## config.mk

```make
export PLATFORM = sky130hd
export DESIGN_NAME = matrix_stream_loader
export DESIGN_NICKNAME = d
export VERILOG_FILES = /design/src/rtl/matrix_stream_loader.sv
export SDC_FILE = /design/constraint.sdc
export NUM_CORES = 1
export LEC_CHECK = 0
export BUFFER_PORTS_ARGS = -buffer_cell sky130_fd_sc_hd__buf_2
export CAP_MARGIN = 30
export CORE_AREA = 2 2 217 219
export CTS_BUF_LIST = sky130_fd_sc_hd__clkbuf_2 sky130_fd_sc_hd__clkbuf_4 sky130_fd_sc_hd__clkbuf_8
export CTS_CLUSTER_DIAMETER = 200
export DETAILED_ROUTE_END_ITERATION = 7
export DIE_AREA = 0 0 219 221
export GPL_TIMING_DRIVEN = 1
export PLACE_DENSITY = 0.79
export SETUP_SLACK_MARGIN = 0.2
export SLEW_MARGIN = 20
export SYNTH_ARGS = -nofsm -noshare
export SYNTH_HDL_FRONTEND = slang
export SYNTH_SLANG_ARGS = --single-unit
```

## constraint.sdc

```tcl
create_clock -name CLK -period 7.1 [get_ports CLK]
set_clock_uncertainty 0.05 [all_clocks]
set_input_delay 1.42 -clock CLK [delete_from_list [all_inputs] [get_ports CLK]]
set_output_delay 1.42 -clock CLK [all_outputs]
set_load 0.05 [all_outputs]
```

## src/rtl/matrix_stream_loader.sv

```systemverilog
// -----------------------------------------------------------------------------
// matrix_stream_loader
//
// Upstream feeder for the matrix multiply stage. It takes a word stream over a
// valid/ready handshake: one dimension header, then the operand A elements,
// then the operand B elements, all row-major. It checks the header, packs the
// elements into two flat buffers and pulses readybit when both are complete.
//
// Ports
//   CLK            rising-edge clock
//   RST            synchronous, active-high reset
//   in_valid       in_data holds a valid word
//   in_data        header or element word
//   in_ready       loader accepts a word this cycle (registered, state-decoded)
//   flat_matrix_1  operand A, row-major, entries beyond R1*C1 are zero
//   flat_matrix_2  operand B, row-major, entries beyond R2*C2 are zero
//   R1, C1, R2, C2 dimensions latched from the last valid header
//   readybit       one-cycle pulse: buffers and dimensions are valid
//   err            one-cycle pulse: header rejected
//
// Header layout: [3:0]=R1, [7:4]=C1, [11:8]=R2, [15:12]=C2, upper bits ignored.
// -----------------------------------------------------------------------------
module matrix_stream_loader #(
  parameter int DATA_W    = 32,
  parameter int MAX_ELEMS = 8,
  parameter int DIM_W     = 4
) (
  input  logic              CLK,
  input  logic              RST,
  input  logic              in_valid,
  input  logic [DATA_W-1:0] in_data,
  output logic              in_ready,
  output logic [DATA_W-1:0] flat_matrix_1 [0:MAX_ELEMS-1],
  output logic [DATA_W-1:0] flat_matrix_2 [0:MAX_ELEMS-1],
  output logic [DIM_W-1:0]  R1,
  output logic [DIM_W-1:0]  C1,
  output logic [DIM_W-1:0]  R2,
  output logic [DIM_W-1:0]  C2,
  output logic              readybit,
  output logic              err
);

  localparam int IDX_W  = (MAX_ELEMS > 1) ? $clog2(MAX_ELEMS) : 1;
  localparam int PROD_W = 2 * DIM_W;
  localparam logic [PROD_W-1:0] MAX_P = PROD_W'(MAX_ELEMS);

  typedef enum logic [1:0] {
    IDLE,
    LOAD1,
    LOAD2,
    DONE
  } state_t;

  state_t              r_state;
  state_t              w_next_state;
  logic [IDX_W-1:0]    r_idx;
  logic                r_in_ready;
  logic                r_readybit;
  logic                r_err;
  logic [DIM_W-1:0]    r_r1, r_c1, r_r2, r_c2;
  logic [DATA_W-1:0]   r_buf1 [0:MAX_ELEMS-1];
  logic [DATA_W-1:0]   r_buf2 [0:MAX_ELEMS-1];

  logic                w_xfer;
  logic [DIM_W-1:0]    w_h_r1, w_h_c1, w_h_r2, w_h_c2;
  logic [PROD_W-1:0]   w_h_p1, w_h_p2;
  logic                w_hdr_ok;
  logic [PROD_W-1:0]   w_n1, w_n2;
  logic                w_last1, w_last2;

  assign w_xfer = in_valid && r_in_ready;

  // Header decode and validation. Products are full width (2*DIM_W), so a
  // 15x15 header cannot wrap around into the legal range.
  assign w_h_r1 = in_data[DIM_W-1:0];
  assign w_h_c1 = in_data[2*DIM_W-1:DIM_W];
  assign w_h_r2 = in_data[3*DIM_W-1:2*DIM_W];
  assign w_h_c2 = in_data[4*DIM_W-1:3*DIM_W];
  assign w_h_p1 = PROD_W'(w_h_r1) * PROD_W'(w_h_c1);
  assign w_h_p2 = PROD_W'(w_h_r2) * PROD_W'(w_h_c2);

  assign w_hdr_ok = (w_h_r1 != '0) && (w_h_c1 != '0) &&
                    (w_h_r2 != '0) && (w_h_c2 != '0) &&
                    (w_h_c1 == w_h_r2) &&
                    (w_h_p1 <= MAX_P) && (w_h_p2 <= MAX_P);

  // Element counts of the latched operands; a valid header guarantees both
  // are in 1..MAX_ELEMS, so the last index always fits in r_idx.
  assign w_n1    = PROD_W'(r_r1) * PROD_W'(r_c1);
  assign w_n2    = PROD_W'(r_r2) * PROD_W'(r_c2);
  assign w_last1 = (PROD_W'(r_idx) == (w_n1 - PROD_W'(1)));
  assign w_last2 = (PROD_W'(r_idx) == (w_n2 - PROD_W'(1)));

  // NOTE: the default assignment first means every path assigns
  // w_next_state, so no latch is inferred.
  always_comb begin
    w_next_state = r_state;
    case (r_state)
      IDLE:    if (w_xfer && w_hdr_ok) w_next_state = LOAD1;
      LOAD1:   if (w_xfer && w_last1)  w_next_state = LOAD2;
      LOAD2:   if (w_xfer && w_last2)  w_next_state = DONE;
      DONE:    w_next_state = IDLE;
      default: w_next_state = IDLE;
    endcase
  end

  // NOTE: all state is updated with non-blocking assignments so every
  // register sees the pre-edge values of the others.
  always_ff @(posedge CLK) begin
    if (RST) begin
      r_state    <= IDLE;
      r_idx      <= '0;
      r_in_ready <= 1'b0;
      r_readybit <= 1'b0;
      r_err      <= 1'b0;
      r_r1       <= '0;
      r_c1       <= '0;
      r_r2       <= '0;
      r_c2       <= '0;
      // NOTE: the buffers are small register arrays visible on the ports,
      // so they are reset like any other register rather than left as RAM.
      for (int i = 0; i < MAX_ELEMS; i++) begin
        r_buf1[i] <= '0;
        r_buf2[i] <= '0;
      end
    end else begin
      r_state    <= w_next_state;
      // Handshake and status flags are decoded from the next state so they
      // line up with the state they describe and stay glitch-free.
      r_in_ready <= (w_next_state != DONE);
      r_readybit <= (w_next_state == DONE);
      r_err      <= (r_state == IDLE) && w_xfer && !w_hdr_ok;

      case (r_state)
        IDLE: begin
          if (w_xfer && w_hdr_ok) begin
            r_r1  <= w_h_r1;
            r_c1  <= w_h_c1;
            r_r2  <= w_h_r2;
            r_c2  <= w_h_c2;
            r_idx <= '0;
            for (int i = 0; i < MAX_ELEMS; i++) begin
              r_buf1[i] <= '0;
              r_buf2[i] <= '0;
            end
          end
        end
        LOAD1: begin
          if (w_xfer) begin
            r_buf1[r_idx] <= in_data;
            r_idx         <= w_last1 ? '0 : r_idx + IDX_W'(1);
          end
        end
        LOAD2: begin
          if (w_xfer) begin
            r_buf2[r_idx] <= in_data;
            r_idx         <= w_last2 ? '0 : r_idx + IDX_W'(1);
          end
        end
        default: ;
      endcase
    end
  end

  assign in_ready      = r_in_ready;
  assign readybit      = r_readybit;
  assign err           = r_err;
  assign R1            = r_r1;
  assign C1            = r_c1;
  assign R2            = r_r2;
  assign C2            = r_c2;
  assign flat_matrix_1 = r_buf1;
  assign flat_matrix_2 = r_buf2;

endmodule
```

==> summary.md, run 1 <==
| Metric | Value |
|---|---|
| # fillers | 3926 |
| Share of cells above drive strength 1 | 34.1% |
| Tot GR Track Use | 28.4% |
| Reg2reg end | r_idx[2] |
| Nets | 2357 |
| Clock share of power | 46.8% |
| Die height | 221 um |
| Post-synthesis async set-or-reset flop share | 0% |
| First-pass GRT wire length | 105000 um |
| Unrepaired setup endpoints after global routing | no |
| Max Freq | 0.180 GHz |
| Leak pwr | 11.5 nW |
| Smallest setup slack after layout | 1.56 ns |
| Crit Path Category | in2reg |
| DR iter-0 viols | 1596 |
| Critical path peak fanout | 18 |
| Root Buffer | clkbuf_8 |
| Syn nets | 1831 |
| Final Slew Violations | 0 |
| Largest net degree at the start of global routing | 59 |
| Met2 WL | 32700 um |
| WL final | 71500 um |
| Cell with the most instances after synthesis | dfxtp_1 |
| Final setup violation count | 0 |
| Placement-stage cell area | 23100 um2 |
| Antenna Nets Post-Route | 0 |
| CTS Sinks | 536 |
| Die area | 48400 um2 |
| Reg power frac | 47.8% |
| Total congestion overflow | 0 |
| Number of gates resized after cts | 0 |
| Vias in the first global route | 16500 |
| Final Hold Viols | 0 |
| Post-Layout Cell Count | 2914 |
| Drt drc | 0 |
| H-tree levels | 3 |
| Worst EP required | 7.58 ns |
| Dpl cells | 2762 |
| Top delay family on crit path | compound AO/OA/AOI/OAI gates |
| Clock-pin slew on the worst setup and hold paths | 0.07 ns |
| Critical Path Start Type | primary input |
| Wl on met1 | 28700 um |
| Routed WL per cell | 24.5 um |
| Via count | 17100 |
| Worst-Skew Late Latency | 0.64 ns |
| Initial Utilization | 42.4% |
| Max layer used | met4 |
| Max Cap Viol | 0 |
| Top post-synthesis cells by count | 536 x dfxtp_1, 281 x o2bb2ai_1, 224 x a22o_1 |
| FF-to-FF Start | R1[1] |
| Cell variety after synth | 57 |
| Synthesized cell area | 19500 um2 |
| Worst path most repeated cell | fa_1 |
| Crit path DAT | 6.02 ns |
| Routability-driven placement congestion ratio | 0.913 |
| Pre-CTS setup slack | 0.979 ns |
| # IOs | 566 |
| Synth area leader | dfxtp_1 |
| Post-CTS Setup Bufs | 0 |
| Num CTS Buffers | 82 |
| Drt via density | 5.87 |
| Hold Crit Class | reg2reg |
| Mapped Cells | 1716 |
| Cell breakdown of the critical path | buf_2, nand2_1, fa_1, fa_1, inv_1, ha_1, a211oi_1, and4b_1, o32ai_1, or4_4, o31ai_4, buf_4, a31oi_4, buf_8, a22o_1 |
| CORE AREA | 46100 um2 |
| PD cells | 251 nW/um2 |
| Top post-synthesis cells by area | dfxtp_1 55%, o2bb2ai_1 13%, a22o_1 10% |
| Final Cell Area | 25100 um2 |
| Outcome | finished clean |
| CTS Hold Bufs | 0 |
| Cell-internal power | 4.80 mW |
| Peak VDD IR | 211 uV |
| Termination of the worst setup path | flat_matrix_1[31] |
| Actual slew at the worst max-slew pin | 1.13 ns |
| CTS tree | done |
| R2R setup slack | 3.11 ns |
| DIE WIDTH | 219 um |
| Rel. slew slack | 24.2% |
| Fin crit share | 78.0% |
| First-pass DRT Iterations | 6 |
| Crit path max-delay cell type | or4_4 |
| Sw frac | 23.7% |
| WP depth | 15 |
| Switching Power | 1.49 mW |
| Sequential area share after synthesis | 55.0% |
| Yosys reg bits | 536 |
| Hold WS | 0.407 ns |
| Row Count | 79 |
| Synth Area per Inst | 11.4 um2 |
| Share of Yosys cell area claimed by the top area cell type | 55.0% |
| Comb power frac | 5.4% |
| Initial antenna violation count | 3 |
| Worst Reg2Reg Path Length in Cells | 13 |
| Met3 Routed Length | 7250 um |
| CP endpoint kind | flip-flop |
| Crit. Startpoint | in_data[5] |
| Ys flop type | dfxtp_1 |
| Post-synth EDFFs | 0 |
| Worst path max stage delay | 0.56 ns |
| P&R area growth vs syn | 28.7% |
| Clock Path Buffers | 3 |
| Post-layout minimum cycle time | 5.54 ns |
| Syn. warnings | 0 |
| Final setup TNS | 0 ns |
| Dpl hpwl | 49500 um |
| IO buf count | 565 |
| Crit path buf inv count | 4 |
stage by stage:
step / util (%) / total power [mW]
after floorplan: - / 3.27
after global placement: 49.8 / 3.39
after detailed placement: 50.2 / 3.41
after CTS: 54.4 / 6.31
after global routing: 54.5 / 6.47
final: 54.5 / 6.29
placed cells by master, fill, tap and decap left out, types with 5 or more instances in the layout:
cell type,synthesis,layout
a211oi_1,6,6
a21o_1,5,5
a21oi_1,13,13
a22o_1,224,224
a2bb2o_1,7,7
a31oi_4,0,16
and2_1,31,30
buf_16,0,7
buf_2,42,564
buf_4,0,30
bufinv_16,0,7
clkbuf_4,0,22
clkbuf_8,0,104
clkinv_2,0,7
dfxtp_1,536,536
fa_1,18,18
ha_1,62,62
inv_1,47,47
mux2i_1,16,16
nand2_1,65,65
nand2b_1,35,35
nand3_1,17,14
nor2_1,41,41
nor2b_1,34,33
nor3_1,11,6
nor3_2,0,5
nor3b_1,7,7
o21ai_0,5,5
o2bb2ai_1,281,281
or3_1,8,8
xnor2_1,7,7
xor2_1,9,9
power groups by stage:
stage	clock network (mW)	registers [mW]	logic [mW]
after global routing	3.10	3.01	0.361
after floorplan	0	3.08	0.186
after global placement	0	3.08	0.308
final	2.94	3.01	0.340
after detailed placement	0	3.08	0.331
after CTS	2.97	3.01	0.333
kinds of logic after synthesis:
logic type      count (synthesis)  synth area share, %
compound gates                587                 25.9
flops                         536                 55.0
simple gates                  272                 7.42
buf+inv                       209                 4.29
fa+ha+maj                      80                 5.82
xor+xnor                       16                0.718
mux                            16                0.821
layout make-up:
type | instances | area (um2) | area share, %
clock buffers | 126 | 1600 | 6.36
diodes | 1 | 2.50 | 0.00997
well taps | 607 | 759 | 3.03
inverters | 47 | 176 | 0.703
clock inverters | 22 | 328 | 1.31
multi-input cells | 971 | 8220 | 32.8
flip-flops and latches | 536 | 10700 | 42.7
repair buffers | 604 | 3290 | 13.1
routing by layer:
layer	vias to the layer above	GRT usage [%]
met1	8379	35.8
met3	186	7.66
li1	7474	-
met2	1070	45.5
met4	0	12.7
met5	-	0
worst reg2reg max path: cells and delay by family, from the launching register on:
kind                       cells  cell delay, ns
and+or+nand+nor                2            0.18
buffers and inverters          1            0.04
DFF                            1            0.46
AOI/OAI and AO/OA              6            1.56
adders and majority gates      4            1.63
flip-flops by register name, indices dropped and copies added (netlist names):
| register | flops |
|---|---|
| C1 | 4 |
| R2 | 4 |
| C2 | 4 |
| R1 | 4 |
| r_state | 2 |
| in_ready | 1 |
| readybit | 1 |
| flat_matrix_1 | 256 |
| err | 1 |
| flat_matrix_2 | 256 |
| r_idx | 3 |
worst min path at each step:
stage / to / startpoint / depth (start not counted) / slack (ns)
CTS: flat_matrix_1[69] / flat_matrix_1[69] / 1 / 0.41
floorplan: r_state[1] / r_state[1] / 2 / 0.44
global placement: flat_matrix_1[148] / flat_matrix_1[148] / 1 / 0.39
global route: flat_matrix_1[154] / flat_matrix_1[154] / 1 / 0.42
detailed placement: flat_matrix_2[56] / flat_matrix_2[56] / 1 / 0.39
finish: flat_matrix_1[252] / flat_matrix_1[252] / 1 / 0.41
No activity file was read; power rests on OpenSTA's default activity.
==> run 2: changes to the inputs <==
--- a/config.mk
+++ b/config.mk
@@ -13,7 +13,7 @@
 export DETAILED_ROUTE_END_ITERATION = 7
 export DIE_AREA = 0 0 219 221
 export GPL_TIMING_DRIVEN = 1
-export PLACE_DENSITY = 0.79
+export PLACE_DENSITY = 0.82
 export SETUP_SLACK_MARGIN = 0.2
 export SLEW_MARGIN = 20
 export SYNTH_ARGS = -nofsm -noshare
==> constraint.sdc (replaced) <==
create_clock -name CLK -period 4.9 [get_ports CLK]
set_clock_uncertainty 0.05 [all_clocks]
set_input_delay 0.98 -clock CLK [delete_from_list [all_inputs] [get_ports CLK]]
set_output_delay 0.98 -clock CLK [all_outputs]
set_load 0.05 [all_outputs]
==> run 2 against run 1 <==
  * Sequential share of layout area shrank 0.89 points
  * Cell count rose by 1.6%
  * Critical path type unchanged
  * Utilization grew 1.2 points
  * Power up 43%
  * Combinational power up 56%
  * Critical endpoint unchanged
  * Sequential power up 45%
  * Flip-flop and latch count stayed put
  * Critical path depth unchanged
==> summary.md, run 2 (synthesis gave the netlist of run 1 again) <==
| Metric | Value |
|---|---|
| Drt drc | 0 (unchanged) |
| Nets | 2409 (was 2357) |
| Tot GR Track Use | 28.7% (was 28.4%) |
| Post-layout minimum cycle time | 4.34 ns |
| Dpl cells | 2814 (was 2762) |
| Row Count | 79 (unchanged) |
| CTS Hold Bufs | 0 (unchanged) |
| Die area | 48400 um2 (unchanged) |
| PD cells | 351 nW/um2 (was 251 nW/um2) |
| H-tree levels | 3 (unchanged) |
| Pre-CTS setup slack | -0.0562 ns (was 0.979 ns) |
| CP endpoint kind | flip-flop (unchanged) |
| Seq. cell area | 10700 um2 (unchanged) |
| Comb power frac | 5.9% (was 5.4%) |
| Via count | 17500 (was 17100) |
| Util after Layout | 55.7% (was 54.5%) |
| Unrepaired setup endpoints after global routing | no (unchanged) |
| Clock Path Buffers | 3 (unchanged) |
| Clock share of power | 45.6% (was 46.8%) |
| CTS Sinks | 536 (unchanged) |
| IO buf count | 565 (unchanged) |
| Outcome | finished clean (unchanged) |
| Critical Path Start Type | primary input (unchanged) |
| # IOs | 566 (unchanged) |
| Actual slew at the worst max-slew pin | 1.05 ns (was 1.13 ns) |
| Post-Layout Cell Count | 2962 (was 2914) |
| Dpl hpwl | 50400 um (was 49500 um) |
| Max Freq | 0.231 GHz |
| Routability-driven placement congestion ratio | 0.880 (was 0.913) |
| Reg power frac | 48.5% (was 47.8%) |
| Initial antenna violation count | 1 (was 3) |
| Max Cap Viol | 0 (unchanged) |
| Final Hold Viols | 0 (unchanged) |
| Post-layout total power | 8.99 mW (was 6.29 mW) |
| Routed WL per cell | 24.2 um (was 24.5 um) |
| Hold Crit Class | reg2reg (unchanged) |
| Critical path peak fanout | 32 (was 18) |
| # fillers | 3757 (was 3926) |
| Root Buffer | clkbuf_8 (unchanged) |
| Smallest setup slack after layout | 0.562 ns (was 1.56 ns) |
| Die height | 221 um (unchanged) |
| Crit path DAT | 4.82 ns (was 6.02 ns) |
| Final setup TNS | 0 ns (unchanged) |
| Largest net degree at the start of global routing | 65 (was 59) |
| First-pass DRT Iterations | 5 (was 6) |
| Final setup violation count | 0 (unchanged) |
| Most frequent cells in the layout | 564 x buf_2, 536 x dfxtp_1, 281 x o2bb2ai_1 (unchanged) |
| Rel. slew slack | 29.7% (was 24.2%) |
| Sw frac | 24.5% (was 23.7%) |
| Area of the multi-input gates | 8230 um2 (was 8220 um2) |
| Fin crit share | 88.5% |
| Leak pwr | 11.8 nW (was 11.5 nW) |
| Crit Path Category | in2reg (unchanged) |
| Final Slew Violations | 0 (unchanged) |
| CTS tree | done (unchanged) |
| First-pass GRT wire length | 107000 um (was 105000 um) |
| Most common cell after layout, fill and taps aside | buf_2 (unchanged) |
| Peak VDD IR | 299 uV (was 211 uV) |
| Total congestion overflow | 0 (unchanged) |
| Worst EP required | 5.38 ns (was 7.58 ns) |
| DIE WIDTH | 219 um (unchanged) |
| Num CTS Buffers | 84 (was 82) |
| Clock-pin slew on the worst setup and hold paths | 0.06 ns (was 0.07 ns) |
| Antenna Nets Post-Route | 0 (unchanged) |
| CORE AREA | 46100 um2 (unchanged) |
| Switching Power | 2.20 mW (was 1.49 mW) |
| Initial Utilization | 42.4% (unchanged) |
| Cell-internal power | 6.79 mW (was 4.80 mW) |
| Vias in the first global route | 17400 (was 16500) |
| DR iter-0 viols | 1493 (was 1596) |
| P&R area growth vs syn | 31.4% (was 28.7%) |
| Number of gates resized after cts | 0 (unchanged) |
| Post-CTS Setup Bufs | 0 (unchanged) |
| Drt via density | 5.91 (was 5.87) |
| WL final | 71600 um (was 71500 um) |
| Worst-Skew Late Latency | 0.66 ns (was 0.64 ns) |
| Share of cells above drive strength 1 | 35.4% (was 34.1%) |
## run 2: cell count changes in the layout (fill, tap and decap cells not counted), moves of 2 or more
cell       before  now
inv_6           1    3
bufinv_16       7    4
buf_16          7    0
clkinv_2        7    9
buf_8           3    0
buf_4          30   58
clkbuf_4       22   18
buf_12          0   32
## run 2: final cells by class
class,instances,share of cell area (%)
antenna,2,0.0195
clock buffer,121,6.06
clock inverter,24,1.10
inverter,47,0.688
multi-input combinational,971,32.1
sequential,536,41.9
tap,607,2.96
timing repair buffer,654,15.2
## run 2: path summary, 6_finish.rpt
check / slack [ns] / from / depth (start not counted) / endpoint
worst max-delay path: 0.56 / in_data[13] / 15 / flat_matrix_1[31]
worst min-delay path: 0.41 / flat_matrix_2[12] / 1 / flat_matrix_2[12]
worst max register to register: 0.87 / R1[1] / 13 / r_idx[2]
worst min register to register: 0.41 / flat_matrix_2[12] / 1 / flat_matrix_2[12]
## run 2: metal layers
metal / up-vias / routed length (um) / share of wire, % / track usage, %
met5: - / 0 / 0 / 0
met4: 0 / 3120 / 4.4 / 14.4
met3: 200 / 7230 / 10 / 7.38
met2: 1136 / 32900 / 46 / 46.0
met1: 8558 / 28300 / 40 / 35.6
li1: 7599 / - / - / -
## run 2: worst max-delay path, cell delays in order
cell and delay (ns):
buf_2 0.11, buf_4 0.18, and2_1 0.19, fa_1 0.44
ha_1 0.32, ha_1 0.37, a21oi_1 0.21, a21oi_1 0.09
a221o_1 0.30, or4_4 0.58, o31ai_4 0.21, buf_4 0.24
a31oi_4 0.11, buf_12 0.22, a22o_1 0.24
## run 2: power by group through the flow
| stage | combinational [mW] | clock [mW] | sequential (mW) |
|---|---|---|---|
| final | 0.532 | 4.10 | 4.36 |
| after global routing | 0.562 | 4.34 | 4.36 |
| after CTS | 0.523 | 4.14 | 4.36 |
| after detailed placement | 0.520 | 0 | 4.46 |
| after global placement | 0.507 | 0 | 4.46 |
| after floorplan | 0.272 | 0 | 4.46 |
## run 2: through the flow
step | hold WS [ns] | instance area [um2]
3_5_place_dp | 0.391 | 23800
3_3_place_gp | 0.389 | 23800
2_1_floorplan | 0.444 | 19500
5_1_grt | 0.422 | 25600
4_1_cts | 0.411 | 25600
6_report | 0.408 | 25600
==> run 3: changes to the inputs <==
--- a/config.mk
+++ b/config.mk
@@ -5,6 +5,7 @@
 export SDC_FILE = /design/constraint.sdc
 export NUM_CORES = 1
 export LEC_CHECK = 0
+export ABC_AREA = 0
 export BUFFER_PORTS_ARGS = -buffer_cell sky130_fd_sc_hd__buf_2
 export CAP_MARGIN = 30
 export CORE_AREA = 2 2 217 219
@@ -13,7 +14,7 @@
 export DETAILED_ROUTE_END_ITERATION = 7
 export DIE_AREA = 0 0 219 221
 export GPL_TIMING_DRIVEN = 1
-export PLACE_DENSITY = 0.82
+export PLACE_DENSITY = 0.72
 export SETUP_SLACK_MARGIN = 0.2
 export SLEW_MARGIN = 20
 export SYNTH_ARGS = -nofsm -noshare
==> run 3 against run 2 <==
  * Power down 2.7%
  * Die area unchanged
  * Register-to-register slack better by 0.02 ns
  * First-iteration DRC count decreased by 4.1%
  * Flip-flop and latch count unchanged
  * Utilization down 0.39 points
  * Largest cell class unchanged
  * Largest power group unchanged
==> summary.md, run 3 (synthesis gave the netlist of run 1 again) <==
| Metric | Value |
|---|---|
| Clock share of power | 44.2% (was 45.6%) |
| Peak VDD IR | 254 uV (was 299 uV) |
| Most frequent cells in the layout | 564 x buf_2, 536 x dfxtp_1, 281 x o2bb2ai_1 (unchanged) |
| Tot GR Track Use | 28.4% (was 28.7%) |
| Via count | 16900 (was 17500) |
| CP endpoint kind | flip-flop (unchanged) |
| Antenna Nets Post-Route | 0 (unchanged) |
| Post-layout minimum cycle time | 4.33 ns (was 4.34 ns) |
| Smallest setup slack after layout | 0.572 ns (was 0.562 ns) |
| Comb power frac | 6.0% (was 5.9%) |
| First-pass GRT wire length | 105000 um (was 107000 um) |
| P&R area growth vs syn | 30.5% (was 31.4%) |
| Initial antenna violation count | 2 (was 1) |
| Crit path DAT | 4.78 ns (was 4.82 ns) |
| Switching Power | 2.15 mW (was 2.20 mW) |
| Row Count | 79 (unchanged) |
| CORE AREA | 46100 um2 (unchanged) |
| Dpl hpwl | 49800 um (was 50400 um) |
| Reg power frac | 49.8% (was 48.5%) |
| Total congestion overflow | 0 (unchanged) |
| CTS Hold Bufs | 0 (unchanged) |
| Final Hold Viols | 0 (unchanged) |
| Hold Crit Class | reg2reg (unchanged) |
| IO buf count | 565 (unchanged) |
| Drt drc | 0 (unchanged) |
| Unrepaired setup endpoints after global routing | no (unchanged) |
| Number of gates resized after cts | 0 (unchanged) |
| Post-CTS Setup Bufs | 0 (unchanged) |
| Final setup violation count | 0 (unchanged) |
| Final Cell Area | 25500 um2 (was 25600 um2) |
| Final Slew Violations | 0 (unchanged) |
| PD cells | 344 nW/um2 (was 351 nW/um2) |
| CTS tree | done (unchanged) |
| Root Buffer | clkbuf_8 (unchanged) |
| Fin crit share | 88.3% (was 88.5%) |
| Critical path peak fanout | 22 (was 32) |
| Cell-internal power | 6.60 mW (was 6.79 mW) |
| Largest net degree at the start of global routing | 65 (unchanged) |
| Routed WL per cell | 23.9 um (was 24.2 um) |
| Rel. slew slack | 31.4% (was 29.7%) |
| Num CTS Buffers | 83 (was 84) |
| DIE WIDTH | 219 um (unchanged) |
| Pre-CTS setup slack | -0.0663 ns (was -0.0562 ns) |
| Placement-stage cell area | 23700 um2 (was 23800 um2) |
| DR iter-0 viols | 1432 (was 1493) |
| Worst-Skew Late Latency | 0.67 ns (was 0.66 ns) |
| Nets | 2398 (was 2409) |
| Initial Utilization | 42.4% (unchanged) |
| Most common cell after layout, fill and taps aside | buf_2 (unchanged) |
| First-pass DRT Iterations | 5 (unchanged) |
| Sw frac | 24.6% (was 24.5%) |
| WL final | 70600 um (was 71600 um) |
| CTS Sinks | 536 (unchanged) |
| Outcome | finished clean (unchanged) |
| H-tree levels | 3 (unchanged) |
| Routability-driven placement congestion ratio | 0.877 (was 0.880) |
| # IOs | 566 (unchanged) |
| Actual slew at the worst max-slew pin | 1.03 ns (was 1.05 ns) |
| Crit Path Category | in2reg (unchanged) |
| Die area | 48400 um2 (unchanged) |
| Post-layout total power | 8.76 mW (was 8.99 mW) |
| Vias in the first global route | 16800 (was 17400) |
| # fillers | 3923 (was 3757) |
| Drt via density | 5.74 (was 5.91) |
| Share of cells above drive strength 1 | 35.1% (was 35.4%) |
| Die height | 221 um (unchanged) |
| Worst EP required | 5.35 ns (was 5.38 ns) |
| Critical Path Start Type | primary input (unchanged) |
| Util after Layout | 55.3% (was 55.7%) |
| Max Cap Viol | 0 (unchanged) |
| Leak pwr | 11.7 nW (was 11.8 nW) |
| Max Freq | 0.231 GHz (about the same) |
| Clock-pin slew on the worst setup and hold paths | 0.06 ns (about the same) |
| Clock Path Buffers | 3 (unchanged) |
## run 3: routing by layer
| metal | up-vias | GRT usage [%] | share of wire (%) |
|---|---|---|---|
| met2 | 917 | 44.7 | 45 |
| met1 | 8317 | 36.2 | 41 |
| met3 | 158 | 8.12 | 9.7 |
| met5 | - | 0 | 0 |
| met4 | 0 | 12.4 | 3.9 |
| li1 | 7547 | - | - |
## run 3: power by group through the flow
stage	logic, mW	registers [mW]	clock network (mW)
2_1_floorplan	0.272	4.46	0
3_3_place_gp	0.503	4.46	0
3_5_place_dp	0.517	4.46	0
4_1_cts	0.518	4.36	3.91
5_1_grt	0.557	4.36	4.10
6_report	0.521	4.36	3.87
## run 3: layout make-up
cell class	instances	area [um2]	share of cell area, %
clock inverters	16	120	0.472
repair buffers	644	3850	15.1
flip-flops and latches	536	10700	42.2
multi-input cells	971	8220	32.3
inverters	47	176	0.693
well taps	607	759	2.98
diodes	2	5.00	0.0197
clock buffers	128	1600	6.28
## run 3: stage by stage
step / cells / hold slack, ns / TNS, ns
2_1_floorplan: 1716 / 0.444 / 0
3_3_place_gp: 2802 / 0.390 / -0.144
3_5_place_dp: 2804 / 0.391 / -9.01
4_1_cts: 2948 / 0.410 / 0
5_1_grt: 2951 / 0.422 / 0
6_report: 2951 / 0.406 / 0
## run 3: path summary, 6_finish.rpt
kind,from,slack [ns],depth (start not counted),end
setup / recovery,in_data[13],0.57,15,flat_matrix_1[161]
hold / removal,flat_matrix_1[116],0.41,1,flat_matrix_1[116]
setup reg to reg,C1[2],0.89,13,r_idx[2]
hold reg to reg,flat_matrix_1[116],0.41,1,flat_matrix_1[116]
## run 3: worst max-delay path, cell delays in order
cell and delay, ns:
buf_2 0.11, buf_4 0.19, and2_1 0.19, fa_1 0.43, ha_1 0.31, ha_1 0.37, a21oi_1 0.22, a21oi_1 0.09
a221o_1 0.29, or4_4 0.58, o31ai_4 0.21, buf_4 0.28, a31oi_4 0.14, buf_12 0.21, o2bb2ai_1 0.14
